$ cat src/rtl/texture_cache_fill_pkg.sv
// Shared texture-cache constants and the refill engine state encoding.
package tcache_pkg;

    localparam int TC_LINE_ADDR_W = 39;
    localparam int TC_ENTRY_W     = 296;
    localparam int TC_BEATS       = 4;
    localparam int TC_BEAT_W      = TC_ENTRY_W / TC_BEATS;

    typedef enum logic [2:0] {
        IDLE,
        REQ,
        RESP,
        WRITE,
        DRAIN
    } fill_state_e;

endpackage

$ cat src/rtl/texture_cache_fill_if.sv
// Bundle of the miss, memory and cache-write signals of the refill engine.
interface texture_cache_fill_if
    import tcache_pkg::*;
#(
    parameter int ADDR_W = TC_LINE_ADDR_W,
    parameter int DATA_W = TC_ENTRY_W,
    parameter int BEAT_W = TC_BEAT_W
);

    // Handshakes: a transfer happens on a rising edge where valid && ready; the
    // sender holds valid and payload stable until then. mem_rsp has no ready.
    logic              except;
    logic              miss_valid;
    logic [ADDR_W-1:0] miss_addr;
    logic              miss_ready;
    logic              mem_req_valid;
    logic [ADDR_W-1:0] mem_req_addr;
    logic              mem_req_ready;
    logic              mem_rsp_valid;
    logic [BEAT_W-1:0] mem_rsp_data;
    logic [ADDR_W-1:0] write_addr;
    logic [DATA_W-1:0] write_data;
    logic              write_wen;
    logic              fill_busy;
    fill_state_e       fill_state;

    modport master (
        input  except, miss_valid, miss_addr, mem_req_ready, mem_rsp_valid, mem_rsp_data,
        output miss_ready, mem_req_valid, mem_req_addr, write_addr, write_data, write_wen,
               fill_busy, fill_state
    );

    modport slave (
        output except, miss_valid, miss_addr, mem_req_ready, mem_rsp_valid, mem_rsp_data,
        input  miss_ready, mem_req_valid, mem_req_addr, write_addr, write_data, write_wen,
               fill_busy, fill_state
    );

endinterface

$ cat src/rtl/texture_cache_fill_assembler.sv
// Line register bank: each response beat is loaded into its slot, beat 0 at the LSBs.
module tcache_fill_assembler
    import tcache_pkg::*;
#(
    parameter int BEATS  = TC_BEATS,
    parameter int BEAT_W = TC_BEAT_W,
    parameter int CNT_W  = $clog2(BEATS) + 1
) (
    input  logic                    clk,
    input  logic                    rst,
    input  logic                    clear,
    input  logic                    load,
    input  logic [CNT_W-1:0]        idx,
    input  logic [BEAT_W-1:0]       beat,
    output logic [BEATS*BEAT_W-1:0] line
);

    always_ff @(posedge clk or negedge rst) begin
        if (!rst) begin
            line <= '0;
        end else if (clear) begin
            line <= '0;
        end else begin
            for (int i = 0; i < BEATS; i++) begin
                if (load && int'(idx) == i) begin
                    line[i*BEAT_W +: BEAT_W] <= beat;
                end
            end
        end
    end

endmodule

$ cat src/rtl/texture_cache_fill.sv
// Texture cache refill engine: one memory read per miss, beats assembled into a
// line, then a single-cycle cache write. Repeat misses to the line just filled are dropped.
module texture_cache_fill
    import tcache_pkg::*;
#(
    parameter int ADDR_W = TC_LINE_ADDR_W,
    parameter int DATA_W = TC_ENTRY_W,
    parameter int BEATS  = TC_BEATS
) (
    input  logic                 clk,
    input  logic                 rst,
    texture_cache_fill_if.master bus
);

    localparam int BEAT_W = DATA_W / BEATS;
    localparam int CNT_W  = $clog2(BEATS) + 1;
    localparam logic [CNT_W-1:0] LAST_BEAT = CNT_W'(BEATS - 1);
    localparam logic [CNT_W-1:0] ALL_BEATS = CNT_W'(BEATS);
    localparam logic [CNT_W-1:0] ONE       = CNT_W'(1);

    fill_state_e       state, state_nxt;
    logic [ADDR_W-1:0] line_addr;
    logic [ADDR_W-1:0] last_addr;
    logic              last_vld;
    logic [CNT_W-1:0]  beat_cnt;
    logic [CNT_W-1:0]  remaining;
    logic [CNT_W-1:0]  got;
    logic [DATA_W-1:0] line;
    logic              accept, dedup, req_fire, beat_in;

    assign accept   = bus.miss_valid && state == IDLE && !bus.except;
    assign dedup    = last_vld && bus.miss_addr == last_addr;
    assign req_fire = state == REQ && bus.mem_req_ready;
    assign beat_in  = state == RESP && bus.mem_rsp_valid;
    // Beats received so far, counting one that lands in this very cycle.
    assign got      = beat_cnt + {{(CNT_W-1){1'b0}}, beat_in};

    always_comb begin
        state_nxt = state;
        case (state)
            IDLE:  if (accept && !dedup) state_nxt = REQ;
            REQ: begin
                if (req_fire)        state_nxt = bus.except ? DRAIN : RESP;
                else if (bus.except) state_nxt = IDLE;
            end
            RESP: begin
                if (bus.except)                             state_nxt = DRAIN;
                else if (beat_in && beat_cnt == LAST_BEAT) state_nxt = WRITE;
            end
            WRITE: state_nxt = IDLE;
            DRAIN: begin
                if (remaining == '0 || (bus.mem_rsp_valid && remaining == ONE)) state_nxt = IDLE;
            end
            default: state_nxt = IDLE;
        endcase
    end

    always_ff @(posedge clk or negedge rst) begin
        if (!rst) begin
            state     <= IDLE;
            line_addr <= '0;
            last_addr <= '0;
            last_vld  <= 1'b0;
            beat_cnt  <= '0;
            remaining <= '0;
        end else begin
            state <= state_nxt;
            if (accept && !dedup) line_addr <= bus.miss_addr;
            if (req_fire)     beat_cnt <= '0;
            else if (beat_in) beat_cnt <= beat_cnt + ONE;
            if (bus.except) begin
                last_vld <= 1'b0;
            end else if (state == WRITE) begin
                last_vld  <= 1'b1;
                last_addr <= line_addr;
            end
            // Beats already requested must still be absorbed after a flush.
            if (req_fire && bus.except) begin
                remaining <= ALL_BEATS;
            end else if (state == RESP && bus.except) begin
                remaining <= ALL_BEATS - got;
            end else if (state == DRAIN && bus.mem_rsp_valid && remaining != '0) begin
                remaining <= remaining - ONE;
            end
        end
    end

    tcache_fill_assembler #(
        .BEATS  (BEATS),
        .BEAT_W (BEAT_W),
        .CNT_W  (CNT_W)
    ) u_asm (
        .clk   (clk),
        .rst   (rst),
        .clear (req_fire),
        .load  (beat_in),
        .idx   (beat_cnt),
        .beat  (bus.mem_rsp_data),
        .line  (line)
    );

    assign bus.miss_ready    = state == IDLE;
    assign bus.mem_req_valid = state == REQ;
    assign bus.mem_req_addr  = line_addr;
    assign bus.write_addr    = line_addr;
    assign bus.write_data    = line;
    assign bus.write_wen     = state == WRITE && !bus.except;
    assign bus.fill_busy     = state != IDLE;
    assign bus.fill_state    = state;

    rsp_outside_fill: assert property (@(posedge clk) disable iff (!rst)
        !(bus.mem_rsp_valid && (state == IDLE || state == REQ)));

endmodule
$ cat src/flat_wrapper.sv
// flat-port wrapper written by rule: the top's interface ports become plain ports
module texture_cache_fill_flat import tcache_pkg::*;
#(
    parameter int ADDR_W = TC_LINE_ADDR_W,
    parameter int DATA_W = TC_ENTRY_W,
    parameter int BEATS  = TC_BEATS
)
  (clk, rst, bus_except, bus_miss_valid, bus_miss_addr, bus_mem_req_ready, bus_mem_rsp_valid, bus_mem_rsp_data, bus_miss_ready, bus_mem_req_valid, bus_mem_req_addr, bus_write_addr, bus_write_data, bus_write_wen, bus_fill_busy, bus_fill_state);
  texture_cache_fill_if #(.ADDR_W(ADDR_W), .DATA_W(DATA_W)) bus_i ();
  input  logic clk;
  input  logic rst;
  input wire logic [$bits(bus_i.except)-1:0] bus_except;
  input wire logic [$bits(bus_i.miss_valid)-1:0] bus_miss_valid;
  input wire logic [$bits(bus_i.miss_addr)-1:0] bus_miss_addr;
  input wire logic [$bits(bus_i.mem_req_ready)-1:0] bus_mem_req_ready;
  input wire logic [$bits(bus_i.mem_rsp_valid)-1:0] bus_mem_rsp_valid;
  input wire logic [$bits(bus_i.mem_rsp_data)-1:0] bus_mem_rsp_data;
  output wire logic [$bits(bus_i.miss_ready)-1:0] bus_miss_ready;
  output wire logic [$bits(bus_i.mem_req_valid)-1:0] bus_mem_req_valid;
  output wire logic [$bits(bus_i.mem_req_addr)-1:0] bus_mem_req_addr;
  output wire logic [$bits(bus_i.write_addr)-1:0] bus_write_addr;
  output wire logic [$bits(bus_i.write_data)-1:0] bus_write_data;
  output wire logic [$bits(bus_i.write_wen)-1:0] bus_write_wen;
  output wire logic [$bits(bus_i.fill_busy)-1:0] bus_fill_busy;
  output wire logic [$bits(bus_i.fill_state)-1:0] bus_fill_state;
  assign bus_i.except = bus_except;
  assign bus_i.miss_valid = bus_miss_valid;
  assign bus_i.miss_addr = bus_miss_addr;
  assign bus_i.mem_req_ready = bus_mem_req_ready;
  assign bus_i.mem_rsp_valid = bus_mem_rsp_valid;
  assign bus_i.mem_rsp_data = bus_mem_rsp_data;
  assign bus_miss_ready = bus_i.miss_ready;
  assign bus_mem_req_valid = bus_i.mem_req_valid;
  assign bus_mem_req_addr = bus_i.mem_req_addr;
  assign bus_write_addr = bus_i.write_addr;
  assign bus_write_data = bus_i.write_data;
  assign bus_write_wen = bus_i.write_wen;
  assign bus_fill_busy = bus_i.fill_busy;
  assign bus_fill_state = bus_i.fill_state;
  texture_cache_fill #(.ADDR_W(ADDR_W), .DATA_W(DATA_W), .BEATS(BEATS)) u_core (.clk(clk), .rst(rst), .bus(bus_i));
endmodule
$ cat config.mk
export PLATFORM = sky130hd
export DESIGN_NAME = texture_cache_fill_flat
export DESIGN_NICKNAME = d
export VERILOG_FILES = /design/src/rtl/texture_cache_fill_pkg.sv /design/src/rtl/texture_cache_fill_if.sv /design/src/rtl/texture_cache_fill_assembler.sv /design/src/rtl/texture_cache_fill.sv /design/src/flat_wrapper.sv
export SDC_FILE = /design/constraint.sdc
export NUM_CORES = 1
export LEC_CHECK = 0
export CORE_AREA = 4 4 194 196
export CTS_CLUSTER_SIZE = 16
export DETAILED_ROUTE_END_ITERATION = 12
export DIE_AREA = 0 0 198 200
export PLACE_DENSITY = 0.75
export SYNTH_ARGS = -nofsm -noshare
export SYNTH_HDL_FRONTEND = slang
export SYNTH_SLANG_ARGS = --single-unit
$ cat constraint.sdc
create_clock -name clk -period 3.57 [get_ports clk]
set_clock_uncertainty 0.2 [all_clocks]
set_input_delay 0.8925 -clock clk [delete_from_list [all_inputs] [get_ports clk]]
set_output_delay 0.8925 -clock clk [all_outputs]
set_load 0.005 [all_outputs]
# Word level (Yosys, flattened, before mapping)
# Index checks and enable logic that the tools add are counted.
# totals
ff_bits	384
inputBits	119
out_inout_bits	381
wordCells	83
# classes
n_addsub	4
eq_ne	14
muxes	20
bitwise	1
n_reduce_logical	34
# ops
cell	n
two-way mux 296 bit	1
two-way mux 74 bit	4
== test 39 bit	1
two-way mux 3 bit	12
logical AND 1 bit	17
== test 3 x 2 -> 1 bit, second input constant	4
case mux 3 bit (4 select lines)	1
nonzero test 2 bit	6
== test 3 bit, second input constant	3
logical NOT 3 bit	3
nonzero test 3 bit	3
== test 3 x 1 -> 1 bit, second input constant	2
inequality test 3 x 2 -> 1 bit, second input constant	2
inequality test 2 x 1 -> 1 bit, second input constant	2
AND reduction 4 bit	1
adder 3 x 1 -> 3 bit	1
adder 3 x 1 -> 3 bit, second input constant	1
subtractor 3 x 1 -> 3 bit, second input constant	1
subtractor 3 bit, first input constant	1
logical NOT 1 bit	2
two-way mux 1 bit	2
AND reduction 2 bit	1
logical OR 1 bit	1
inverter 1 bit	1

# Longest topological paths before layout
# depth
word_depth	6
depth_mapped	8
mapped_depth_nobuf	8

# Cells and area by module
# A second synthesis with hierarchy kept.
# unflattened
cells_unflattened	1558
area_unflattened_um2	18231.2
# modules_own_cells
mod	n_inst	cells_each	area_each_um2	seq_area_each_um2
tcache_fill_assembler	1	1043	13105.1	7407.1
texture_cache_fill	1	515	5126.2	2202.1

# Worst setup path after synthesis
# OpenSTA, ideal clock, no wires.
# synth_timing
kind	input-to-output
startpoint	input bus_except
endpoint	output bus_write_wen
arrival_time_ps	1757
required_time_ps	2477
setup_slack_ps	721
path_stages	4
n_path_buf	3
path_cell_list	clkbuf_1 > nor4bb_1 > clkbuf_1 > buf_2
# synth_between
elab_chain_len	2
# synth_rtl
item	line	source
from (decl)	flat_wrapper.sv:12	input wire logic [$bits(bus_i.except)-1:0] bus_except;
logical NOT 1 bit	texture_cache_fill.sv:107	assign bus.write_wen = state == WRITE && !bus.except;
logical AND 1 bit	texture_cache_fill.sv:107	
to (decl)	flat_wrapper.sv:23	output wire logic [$bits(bus_i.write_wen)-1:0] bus_write_wen;
# Every way passes these cells.

# Worst setup path after layout
# Same ends and word-level chain as after synthesis.

==> out/metrics.yaml <==
r2r-end: "u_core.u_asm.line[127]"
ir_drop_mv: 0.5767
ios: 500
worstSetupPathType: "primary input to primary output"
total_power_mw: 14.98
avgSynthCellArea_um2: 9.868
fin_crit_ps: 3322
final_common_cell: "nand2_1"
crit_buf_inv: 2
first_global_vias: 13670
postCtsSetupRepairBufs: 0
drtIter0Drc: 894
fp.coreArea_um2: 36080
wl_per_cell_um: 20.60
drive_above_1_share_pct: 7.553
path_cells: "clkdlybuf4s50_1 > nor4bb_4 > clkdlybuf4s50_1"
cts_sinks: 384
portBuffers: 499
slew_violations: 0
stdcell_count: 2562
wl_um: 52780
nets: 2188
synth_cells: 1628
cts_hold_buffers: 0
final_cell_mix: "600 x nand2_1, 498 x clkdlybuf4s50_1, 384 x dfrtp_1"
regArea_um2: 9609
synthDistinctLibCells: 41
cts_resized: 0
worst_slew_pin_slew_ps: 1036
relSlewSlack_pct: 30.96
grt_overflow: 0
ctsHtreeMaxLevel: 2
crit_top_cell: "clkdlybuf4s50_1"
cp.arrival_ps: 2230
numCtsBuffers: 43
design_area_um2: 22680
routed-via-count: 13380
synthesis.area_um2: 16070
initial_core_util_pct: 44.52
multiInputGateArea_um2: 5644
area_growth_pct: 41.17
rr_worst_depth: 7
crit_family: "buffers and inverters"
yosysWarnings: 0
grt_antenna_before_repair: 3
finalCritPeriodShare_pct: 93.06
grt_max_degree: 165
clockBufferDepth: 3
grt_usage_pct: 25.66
powerDensity_nw_per_um2: 660.5
fmax_ghz: 0.3010
synth_edf_count: 0
cp_num_cells: 3
place.gp.congestion: 0.8487
die_w_um: 198
async_flop_share_pct: 100.0
ys_ff_latch: 384
slowest_delay_ps: 540
via_per_inst: 5.224
synth_nets: 1757
synthFlopType: "dfrtp_1"
endpoint_kind: "primary output"
cpMaxStageDelayCell: "clkdlybuf4s50_1"
clock-root-buffer: "clkbuf_16"
cp_max_fo: 2
tritoncts: "done"
num_rows: 70
status: "finished, final reports clean"
finalHoldViolCount: 0
grt_first_pass_wirelength_um: 79470
cp-start-kind: "primary input"
rsz0062_at_grt: "false"
holdWs_ps: 68.12
drc: 0
crit_path_end: "bus_write_wen"
r2r_start: "u_core.bus.fill_state[1]"
startpoint: "bus_except"
required_ps: 2480
leakagePower_nw: 9.760
placed_area_um2: 21320
first_pass_iters: 7
ant_nets: 0
r2r_slack_ps: 890
numPlacedInstances: 2482
num-fill-cells: 2870
finalSetupViolations: 0
clock_latency_ps: 550
die_area_um2: 39600
hold_path_class: "primary input to asynchronous set/reset pin"
tns_ps: 0
dp_hpwl_um: 34900
clk_pin_slew_ps: 60
yosysSeqAreaShare_pct: 59.81
max_cap_viol_count: 0
die_h_um: 200
==> registers in the layout (all words and copies together), names as in the netlist <==
register	count
u_core.beat_cnt	3
u_core.last_vld	1
u_core.bus.mem_req_addr	39
u_core.last_addr	39
u_core.u_asm.line	296
u_core.remaining	3
u_core.bus.fill_state	3
==> per-stage QoR <==
step           utilization [%]  setup slack, ps
2_1_floorplan                -            720.7
3_3_place_gp             59.08            69.90
3_5_place_dp             59.08            44.36
4_1_cts                  62.84            230.1
5_1_grt                  62.85            174.5
6_report                 62.85            247.7
==> worst min path at each step <==
stage	from	to	slack (ps)	cells past startpoint
6_report	rst	u_core.u_asm.line[213]	70	1
5_1_grt	rst	u_core.u_asm.line[68]	90	1
3_3_place_gp	u_core.last_vld	u_core.last_vld	280	1
2_1_floorplan	u_core.last_vld	u_core.last_vld	250	1
3_5_place_dp	u_core.last_vld	u_core.last_vld	280	1
4_1_cts	rst	u_core.u_asm.line[68]	70	1
==> routing by layer <==
metal | vias to the layer above | share of wire (%) | track usage [%]
met5 | - | 0.025 | 0
met4 | 2 | 4.9 | 11.88
met3 | 129 | 9.3 | 8.392
met2 | 555 | 48 | 41.63
met1 | 6581 | 38 | 31.44
li1 | 6117 | - | -
==> where the power goes <==
| group | switching (mW) | internal (mW) |
|---|---|---|
| registers | 0.786 | 5.35 |
| logic | 1.80 | 2.81 |
| clock network | 1.78 | 2.45 |
| total | 4.37 | 10.6 |
==> cells in the mapped netlist, types with 4 or more instances <==
library cell / number / area [um2]
nand4_1: 8 / 50.05
inv_1: 12 / 45.04
mux2_1: 34 / 382.9
nand2b_1: 7 / 43.79
buf_12: 4 / 80.08
mux2_4: 39 / 585.6
buf_4: 39 / 292.8
nor2_1: 9 / 33.78
buf_1: 4 / 15.01
xnor2_1: 30 / 262.8
nand2_1: 603 / 2263
ha_1: 10 / 125.1
a21oi_1: 299 / 1496
clkbuf_1: 64 / 240.2
nor2b_1: 7 / 43.79
buf_2: 36 / 180.2
dfrtp_1: 384 / 9609
==> cell type report <==
class | count | area share [%]
repair buffers | 533 | 23.94
diodes | 2 | 0.02207
clock buffers | 63 | 5.561
inverters | 13 | 0.2152
well taps | 468 | 2.582
clock inverters | 15 | 0.4193
multi-input cells | 1084 | 24.89
flip-flops and latches | 384 | 42.37
==> cell families after synthesis <==
family                   Yosys count  share of synthesized area, %
multiplexers                      76                         6.238
flip-flops                       384                         59.81
AO/OA/AOI/OAI                    316                         10.15
adder cells (fa/ha/maj)           10                        0.7788
AND/OR/NAND/NOR                  650                         15.94
buffers and inverters            160                         5.335
XOR/XNOR                          32                         1.745
No activity file was read; power rests on OpenSTA's default activity.
